--- config.mk ---
export PLATFORM = sky130hd
export DESIGN_NAME = uc_coordena_asteroides_tiros
export DESIGN_NICKNAME = d
export VERILOG_FILES = /design/src/rtl/uc_coordena_asteroides_tiros.sv
export SDC_FILE = /design/constraint.sdc
export NUM_CORES = 1
export LEC_CHECK = 0
export CAP_MARGIN = 5
export CELL_PAD_IN_SITES_DETAIL_PLACEMENT = 1
export CELL_PAD_IN_SITES_GLOBAL_PLACEMENT = 2
export CORE_UTILIZATION = 19
export CTS_BUF_LIST = sky130_fd_sc_hd__clkbuf_16
export DETAILED_ROUTE_END_ITERATION = 7
export PLACE_DENSITY = 0.86
export SYNTH_ARGS = -nofsm -noshare
export SYNTH_HDL_FRONTEND = slang
export SYNTH_SLANG_ARGS = --single-unit
--- constraint.sdc ---
create_clock -name clock -period 2.55 [get_ports clock]
set_input_delay 0.255 -clock clock [delete_from_list [all_inputs] [get_ports clock]]
set_output_delay 0.255 -clock clock [all_outputs]
set_load 0.05 [all_outputs]
--- src/rtl/uc_coordena_asteroides_tiros.sv ---
// Moore control unit sequencing one game tick: sweep all shot slots, then all asteroid slots, then pulse done.
// UC_COORDENA_DB_ESTADO_EN: when defined, db_estado_coordena_asteroides_tiros shows the state code, else it reads 0.
module uc_coordena_asteroides_tiros (
  input  logic       clock,
  input  logic       reset,
  input  logic       move_tiro_e_asteroides,
  input  logic       rco_contador_tiro,
  input  logic       rco_contador_asteroides,
  input  logic       fim_comparacao_tiros_e_asteroides,
  input  logic       fim_move_tiros,
  input  logic       fim_comparacao_asteroides_com_a_nave_e_tiros,
  input  logic       fim_move_asteroides,
  output logic       movimenta_tiro,
  output logic       sinal_movimenta_asteroides,
  output logic       sinal_compara_tiros_e_asteroides,
  output logic       sinal_compara_asteroides_com_a_nave_e_tiro,
  output logic       conta_contador_tiro,
  output logic       reset_contador_tiro,
  output logic       conta_contador_asteroides,
  output logic       reset_contador_asteroides,
  output logic       fim_move_tiro_e_asteroides,
  output logic [4:0] db_estado_coordena_asteroides_tiros
);

  typedef enum logic [4:0] {
    INICIAL       = 5'h00,
    ZERA_TIRO     = 5'h01,
    COMPARA_TIRO  = 5'h02,
    MOVE_TIRO     = 5'h03,
    VERIFICA_TIRO = 5'h04,
    CONTA_TIRO    = 5'h05,
    ZERA_AST      = 5'h06,
    COMPARA_AST   = 5'h07,
    MOVE_AST      = 5'h08,
    VERIFICA_AST  = 5'h09,
    CONTA_AST     = 5'h0A,
    FIM           = 5'h0B
  } state_t;

  state_t state, next_state;

  always_ff @(posedge clock) begin
    if (reset) state <= INICIAL;
    else       state <= next_state;
  end

  always_comb begin
    next_state = INICIAL;
    case (state)
      INICIAL:       next_state = move_tiro_e_asteroides ? ZERA_TIRO : INICIAL;
      ZERA_TIRO:     next_state = COMPARA_TIRO;
      COMPARA_TIRO:  next_state = fim_comparacao_tiros_e_asteroides ? MOVE_TIRO : COMPARA_TIRO;
      MOVE_TIRO:     next_state = fim_move_tiros ? VERIFICA_TIRO : MOVE_TIRO;
      VERIFICA_TIRO: next_state = rco_contador_tiro ? ZERA_AST : CONTA_TIRO;
      CONTA_TIRO:    next_state = COMPARA_TIRO;
      ZERA_AST:      next_state = COMPARA_AST;
      COMPARA_AST:   next_state = fim_comparacao_asteroides_com_a_nave_e_tiros ? MOVE_AST : COMPARA_AST;
      MOVE_AST:      next_state = fim_move_asteroides ? VERIFICA_AST : MOVE_AST;
      VERIFICA_AST:  next_state = rco_contador_asteroides ? FIM : CONTA_AST;
      CONTA_AST:     next_state = COMPARA_AST;
      FIM:           next_state = INICIAL;
      // Unused codes fall back to idle.
      default:       next_state = INICIAL;
    endcase
  end

  always_comb begin
    movimenta_tiro                             = 1'b0;
    sinal_movimenta_asteroides                 = 1'b0;
    sinal_compara_tiros_e_asteroides           = 1'b0;
    sinal_compara_asteroides_com_a_nave_e_tiro = 1'b0;
    conta_contador_tiro                        = 1'b0;
    reset_contador_tiro                        = 1'b0;
    conta_contador_asteroides                  = 1'b0;
    reset_contador_asteroides                  = 1'b0;
    fim_move_tiro_e_asteroides                 = 1'b0;
    case (state)
      ZERA_TIRO:    reset_contador_tiro                        = 1'b1;
      COMPARA_TIRO: sinal_compara_tiros_e_asteroides           = 1'b1;
      MOVE_TIRO:    movimenta_tiro                             = 1'b1;
      CONTA_TIRO:   conta_contador_tiro                        = 1'b1;
      ZERA_AST:     reset_contador_asteroides                  = 1'b1;
      COMPARA_AST:  sinal_compara_asteroides_com_a_nave_e_tiro = 1'b1;
      MOVE_AST:     sinal_movimenta_asteroides                 = 1'b1;
      CONTA_AST:    conta_contador_asteroides                  = 1'b1;
      FIM:          fim_move_tiro_e_asteroides                 = 1'b1;
      default:      ;
    endcase
  end

`ifdef UC_COORDENA_DB_ESTADO_EN
  assign db_estado_coordena_asteroides_tiros = state;
`else
  assign db_estado_coordena_asteroides_tiros = 5'b00000;
`endif

endmodule

==> out/metrics.cfg, run 1 <==
[drt]
postRouteWirelength_mm=1.14
antenna_left=0
post-route-drc-count=0
vias=450
drt-pass1-iter-count=4
detail_route.iter0.violations=7
avgRoutedWirePerCell_microns=11.2
viasPerCell=4.41

[die]
die_x_microns=48.1
rows=16
start_util_pct=20.4
die_h_microns=48.1
core-area_sq_um=1980
die-area_sq_um=2320
io_pins=23

[yosys]
yosysSeqAreaShare_pct=19.8
synth_cell_type_count=25
synth_fa_ha_area_share_pct=0
async_reset_ff_share_pct=0
synthSimpleGateAreaFrac_pct=36.5
yosys-mux-area-fraction_pct=0
synth_compound_area_share_pct=21.7
synth_area_sq_um=404
synth_common_cells=nor2_1, a21oi_1, buf_4
yosysWarnings=0
yosysMostFrequentCell=nor2_1
syn_area_per_cell_sq_um=6.74
yosys-top-cells-area=dfxtp_1, a21oi_1, buf_4
synth_edf_count=0
synth_xor_area_share_pct=0
synth_top_family_by_area=simple AND/OR/NAND/NOR gates
yosysTopAreaCellShare_pct=19.8
syn_inst=60
synth_ff_type=dfxtp_1
yosys.area.top_type=dfxtp_1
yosys_register_bits=4

[sta]
period_needed_ns=2.32
whs_ns=0.618
worstMarginPinSlew_ns=0.499
slew_viol_final=0
timing.fmax_ghz=0.431
finClkSkew_ns=0.000743
finalSetupViolCount=0
fin_crit_sh_pct=91.1
finalHoldViolations=0
tns_ns=0
rsz0062_at_grt=false
slew-limit-headroom_pct=66.6

[power_and_ir_drop]
ir_worst_vdd_uv=432
power_leakage_nw=0.230
powerDensity_nw_per_um2=1040

[grt]
grtUsageTotal_pct=10.8
use_met1_pct=14.2
gr-usage-met3_pct=6.30
grt_max_degree=14
grt_pass1_vias=412
grt_busiest_layer=met2
overflow=0
antenna_found_initial=0
grtUsageMet2_pct=16.2
grt_pass1_wl_mm=1.73

[finish]
drive_gt1_share_pct=6.67
final_cells=102
top_register=state
design_area_sq_um=628
largest_reg_flops=4
area_growth_pct=55.4
antenna_cells=0
post-route-util_pct=31.7
nets=86
reg.largest.list=state (4)

[clock_tree]
htree_num_levels=1
cts.sinks=4
postCtsResizedCells=0
tritoncts=done
cts_max_path_buffers=2
insertion_delay_ns=0.22
postCtsSetupBuffers=0
hold_buffers=0
cts-root-buf=clkbuf_16
clk_pin_slew_ns=0.03
numCtsBuffers=3

[min_path]
hp-start=reset
min_path_type=in -> reg
hold_depth=2
holdPathEnd=state[3]

[worst_setup_path]
setup.worst_path.end_class=primary output
r2r_slack_ns=1.14
crit_arrival_ns=2.07
r2r_cells=4
critPathMaxFanout=12
crit_type=reg -> out
required_ns=2.30
r2r_start=state[2]
regToRegEndpoint=state[0]
cp-start-kind=flop

[placed_design]
dpl.hpwl_microns=852
place_congestion=0.709
dp_cells=99
io_buffers=17
place_area_sq_um=553

[job]
max_cap_violations=0

[status]
status=finished clean

-- routing by layer --
metal | up-vias | share of wire, %
li1 | 225 | -
met1 | 205 | 48
met2 | 20 | 43
met3 | 0 | 8.8
met4 | 0 | 0
met5 | - | 0
-- cell usage in the layout (no fill, tap or decap), drive strengths merged --
cell type      synthesis  final
clkdlybuf4s50          0     17
nor2                  10     10
a21oi                  8      8
conb                   1      5
nor3                   4      4
inv                    4      4
dfxtp                  4      4
nand2b                 4      4
nand2                  3      3
clkbuf                 1      3
a31oi                  2      2
o21ai                  2      2
or3b                   1      1
nor3b                  1      1
or3                    1      1
nand3                  1      1
o31ai                  1      1
a32oi                  1      1
nand3b                 1      1
or2                    1      1
o2bb2ai                1      1
-- stage by stage --
stage | worst slack, ns | total power [mW]
2_1_floorplan | 0.524 | 0.360
4_1_cts | 0.217 | 0.659
6_report | 0.227 | 0.654
3_5_place_dp | 0.464 | 0.415
5_1_grt | 0.103 | 0.688
3_3_place_gp | 0.465 | 0.414
-- report_power, final --
part	switching [mW]	internal, mW
clock	0.0401	0.200
sequential	0.0547	0.0826
combinational	0.170	0.107
total	0.265	0.389
-- worst max-delay path, stage by stage (launching register included) --
cell	delay (ns)
dfxtp_1	0.56
nand2b_1	0.25
nor2_1	0.20
clkdlybuf4s50_1	0.82
-- worst max path at each step --
stage | depth (start not counted) | slack (ns) | to | from
2_1_floorplan | 5 | 0.52 | state[0] | state[2]
3_3_place_gp | 3 | 0.47 | sinal_compara_asteroides_com_a_nave_e_tiro | state[2]
3_5_place_dp | 3 | 0.46 | sinal_compara_asteroides_com_a_nave_e_tiro | state[2]
4_1_cts | 3 | 0.22 | sinal_compara_asteroides_com_a_nave_e_tiro | state[2]
5_1_grt | 3 | 0.10 | sinal_compara_asteroides_com_a_nave_e_tiro | state[2]
6_report | 3 | 0.23 | sinal_compara_asteroides_com_a_nave_e_tiro | state[2]
-- cell type report --
| class | instances | area (sq um) |
|---|---|---|
| multi-input combinational | 47 | 254 |
| clock buffer | 3 | 75.1 |
| inverter | 4 | 15.0 |
| fill | 248 | 1350 |
| sequential | 4 | 80.1 |
| tap | 27 | 33.8 |
| timing repair buffer | 17 | 170 |
-- kinds of logic (layout without fill, tap and decap cells) --
group | count (synthesis) | count (layout)
buffers and inverters | 13 | 24
flip-flops | 4 | 4
AND/OR/NAND/NOR | 27 | 27
other | 1 | 5
AO/OA/AOI/OAI | 15 | 15
No activity file was read; power rests on OpenSTA's default activity.
==> run 2: changes to the inputs <==
--- a/config.mk
+++ b/config.mk
@@ -6,12 +6,12 @@
 export NUM_CORES = 1
 export LEC_CHECK = 0
 export CAP_MARGIN = 5
-export CELL_PAD_IN_SITES_DETAIL_PLACEMENT = 1
-export CELL_PAD_IN_SITES_GLOBAL_PLACEMENT = 2
-export CORE_UTILIZATION = 19
+export CELL_PAD_IN_SITES_DETAIL_PLACEMENT = 0
+export CELL_PAD_IN_SITES_GLOBAL_PLACEMENT = 1
+export CORE_UTILIZATION = 23
 export CTS_BUF_LIST = sky130_fd_sc_hd__clkbuf_16
 export DETAILED_ROUTE_END_ITERATION = 7
-export PLACE_DENSITY = 0.86
+export PLACE_DENSITY = 0.79
 export SYNTH_ARGS = -nofsm -noshare
 export SYNTH_HDL_FRONTEND = slang
 export SYNTH_SLANG_ARGS = --single-unit
==> constraint.sdc (replaced) <==
create_clock -name clock -period 2.4 [get_ports clock]
set_input_delay 0.24 -clock clock [delete_from_list [all_inputs] [get_ports clock]]
set_output_delay 0.24 -clock clock [all_outputs]
set_load 0.05 [all_outputs]
==> run 2 against run 1 <==
Against the previous run:
- sequential power increased by 4%
- die area decreased by 17%
- register-to-register slack got worse by 0.13 ns
- final cell count decreased by 11%
- design area decreased by 2.2%
- clock skew increased by 0.00092 ns
- first-iteration DRC count decreased by 29%
==> out/metrics.cfg, run 2 (synthesized netlist as in run 1, its figures left out) <==
[placed_design]
place_congestion=0.799  ; +13%
dpl.hpwl_microns=697  ; -18%
io_buffers=17  ; unchanged

[power_and_ir_drop]
power_mw=0.685  ; +4.6%
powerDensity_nw_per_um2=1110  ; +7.0%
ir_worst_vdd_uv=610  ; +41%
power_leakage_nw=0.230  ; unchanged

[finish]
nets=86  ; unchanged
drive_gt1_share_pct=6.67  ; unchanged
area_growth_pct=52.0
reg.largest.list=state (4)
antenna_cells=0  ; unchanged
largest_reg_flops=4  ; unchanged
final_common_cell=clkdlybuf4s50_1
post-route-util_pct=39.0  ; +7.3 points
multi_input_area_sq_um=254  ; unchanged
top_register=state
nFillCells=168  ; -32%
area.sequential_sq_um=80.1  ; unchanged
layout_common_cells=clkdlybuf4s50_1, nor2_1, a21oi_1

[grt]
use_met1_pct=14.5  ; +0.31 points
grtUsageMet2_pct=16.4  ; +0.20 points
overflow=0  ; unchanged
grt_pass1_vias=388  ; -5.8%
gr-usage-met3_pct=6.25  ; -0.046 points
antenna_found_initial=0  ; unchanged
grt_busiest_layer=met2
grt_max_degree=14  ; unchanged
grt_pass1_wl_mm=1.59  ; -7.7%
grtUsageTotal_pct=11.1  ; +0.39 points

[clock_tree]
hold_buffers=0  ; unchanged
postCtsSetupBuffers=0  ; unchanged
insertion_delay_ns=0.22  ; about the same
tritoncts=done
postCtsResizedCells=0  ; unchanged
cts_max_path_buffers=2  ; unchanged
htree_num_levels=1  ; unchanged
cts-root-buf=clkbuf_16
cts.sinks=4  ; unchanged
numCtsBuffers=3  ; unchanged
clk_pin_slew_ns=0.03  ; about the same

[sta]
slew-limit-headroom_pct=66.9  ; +0.26 points
rsz0062_at_grt=false
timing.fmax_ghz=0.453
worstMarginPinSlew_ns=0.496  ; -0.00384 ns
finClkSkew_ns=0.00167  ; +0.000925 ns
period_needed_ns=2.21
finalHoldViolations=0  ; unchanged
fin_crit_sh_pct=92.0
slew_viol_final=0  ; unchanged
finalSetupViolCount=0  ; unchanged
whs_ns=0.602  ; -0.0152 ns
tns_ns=0  ; unchanged

[die]
die_h_microns=43.9  ; -8.7%
io_pins=23  ; unchanged
die_x_microns=43.9  ; -8.7%
die-area_sq_um=1930  ; -17%
start_util_pct=25.6  ; +5.2 points
rows=14  ; -2
core-area_sq_um=1580  ; -20%

[worst_setup_path]
crit_end=movimenta_tiro
required_ns=2.16  ; -0.14 ns
cp-start-kind=flop
critPathMaxFanout=13  ; +1
r2r_slack_ns=1.01  ; -0.13 ns
setup.worst_path.end_class=primary output
r2r_cells=4  ; unchanged
crit_type=reg -> out
crit_arrival_ns=1.97  ; -0.10 ns
r2r_start=state[0]
cp-startpoint=state[0]
regToRegEndpoint=state[1]

[job]
max_cap_violations=0  ; unchanged

[min_path]
min_path_type=in -> reg

[drt]
vias=427  ; -5.1%
viasPerCell=4.69  ; +6.4%
detail_route.iter0.violations=5  ; -2
antenna_left=0  ; unchanged
postRouteWirelength_microns=935  ; -18%
drt-pass1-iter-count=2  ; -2
post-route-drc-count=0  ; unchanged
avgRoutedWirePerCell_microns=10.3  ; -8.2%

[status]
status=finished clean

==> run 2: cell counts in the layout (fill, tap and decap cells not counted) <==
No cell type changed its count.
==> run 2: how the worst min path moves through the flow <==
stage               startpoint        to  slack [ns]  depth (start not counted)
finish                   reset  state[3]        0.60                          2
global route             reset  state[3]        0.62                          2
CTS                      reset  state[3]        0.60                          2
detailed placement    state[1]  state[2]        0.62                          2
global placement      state[1]  state[2]        0.64                          2
floorplan                reset  state[3]        0.31                          1
==> run 2: layout make-up <==
cell class,count,area share [%]
Timing Repair Buffer,17,27.7
Clock buffer,3,12.2
Tap cell,16,3.26
Inverter,4,2.44
Multi-Input combinational cell,47,41.3
Sequential cell,4,13.0
==> run 2: through the flow <==
stage,std cells,area (sq um),setup slack [ns]
after floorplan,64,419,0.374
after global placement,88,539,0.374
after detailed placement,88,539,0.419
after CTS,91,614,0.186
after global routing,91,614,0.0581
final,91,614,0.191
==> run 2: worst max-delay path: stages, from the launching register on <==
cell	delay (ns)
dfxtp_1	0.54
nand2_1	0.18
nor3_1	0.19
clkdlybuf4s50_1	0.84
==> run 2: power breakdown <==
group          switching, mW  internal (mW)
clock network         0.0399          0.212
registers             0.0552         0.0878
logic                  0.176          0.114
total                  0.271          0.414
==> run 2: metal layers <==
layer / part of all wire, % / up-vias
met5: 0 / -
met4: 0 / 0
met3: 7.9 / 0
met2: 42 / 16
met1: 50 / 187
li1: - / 224
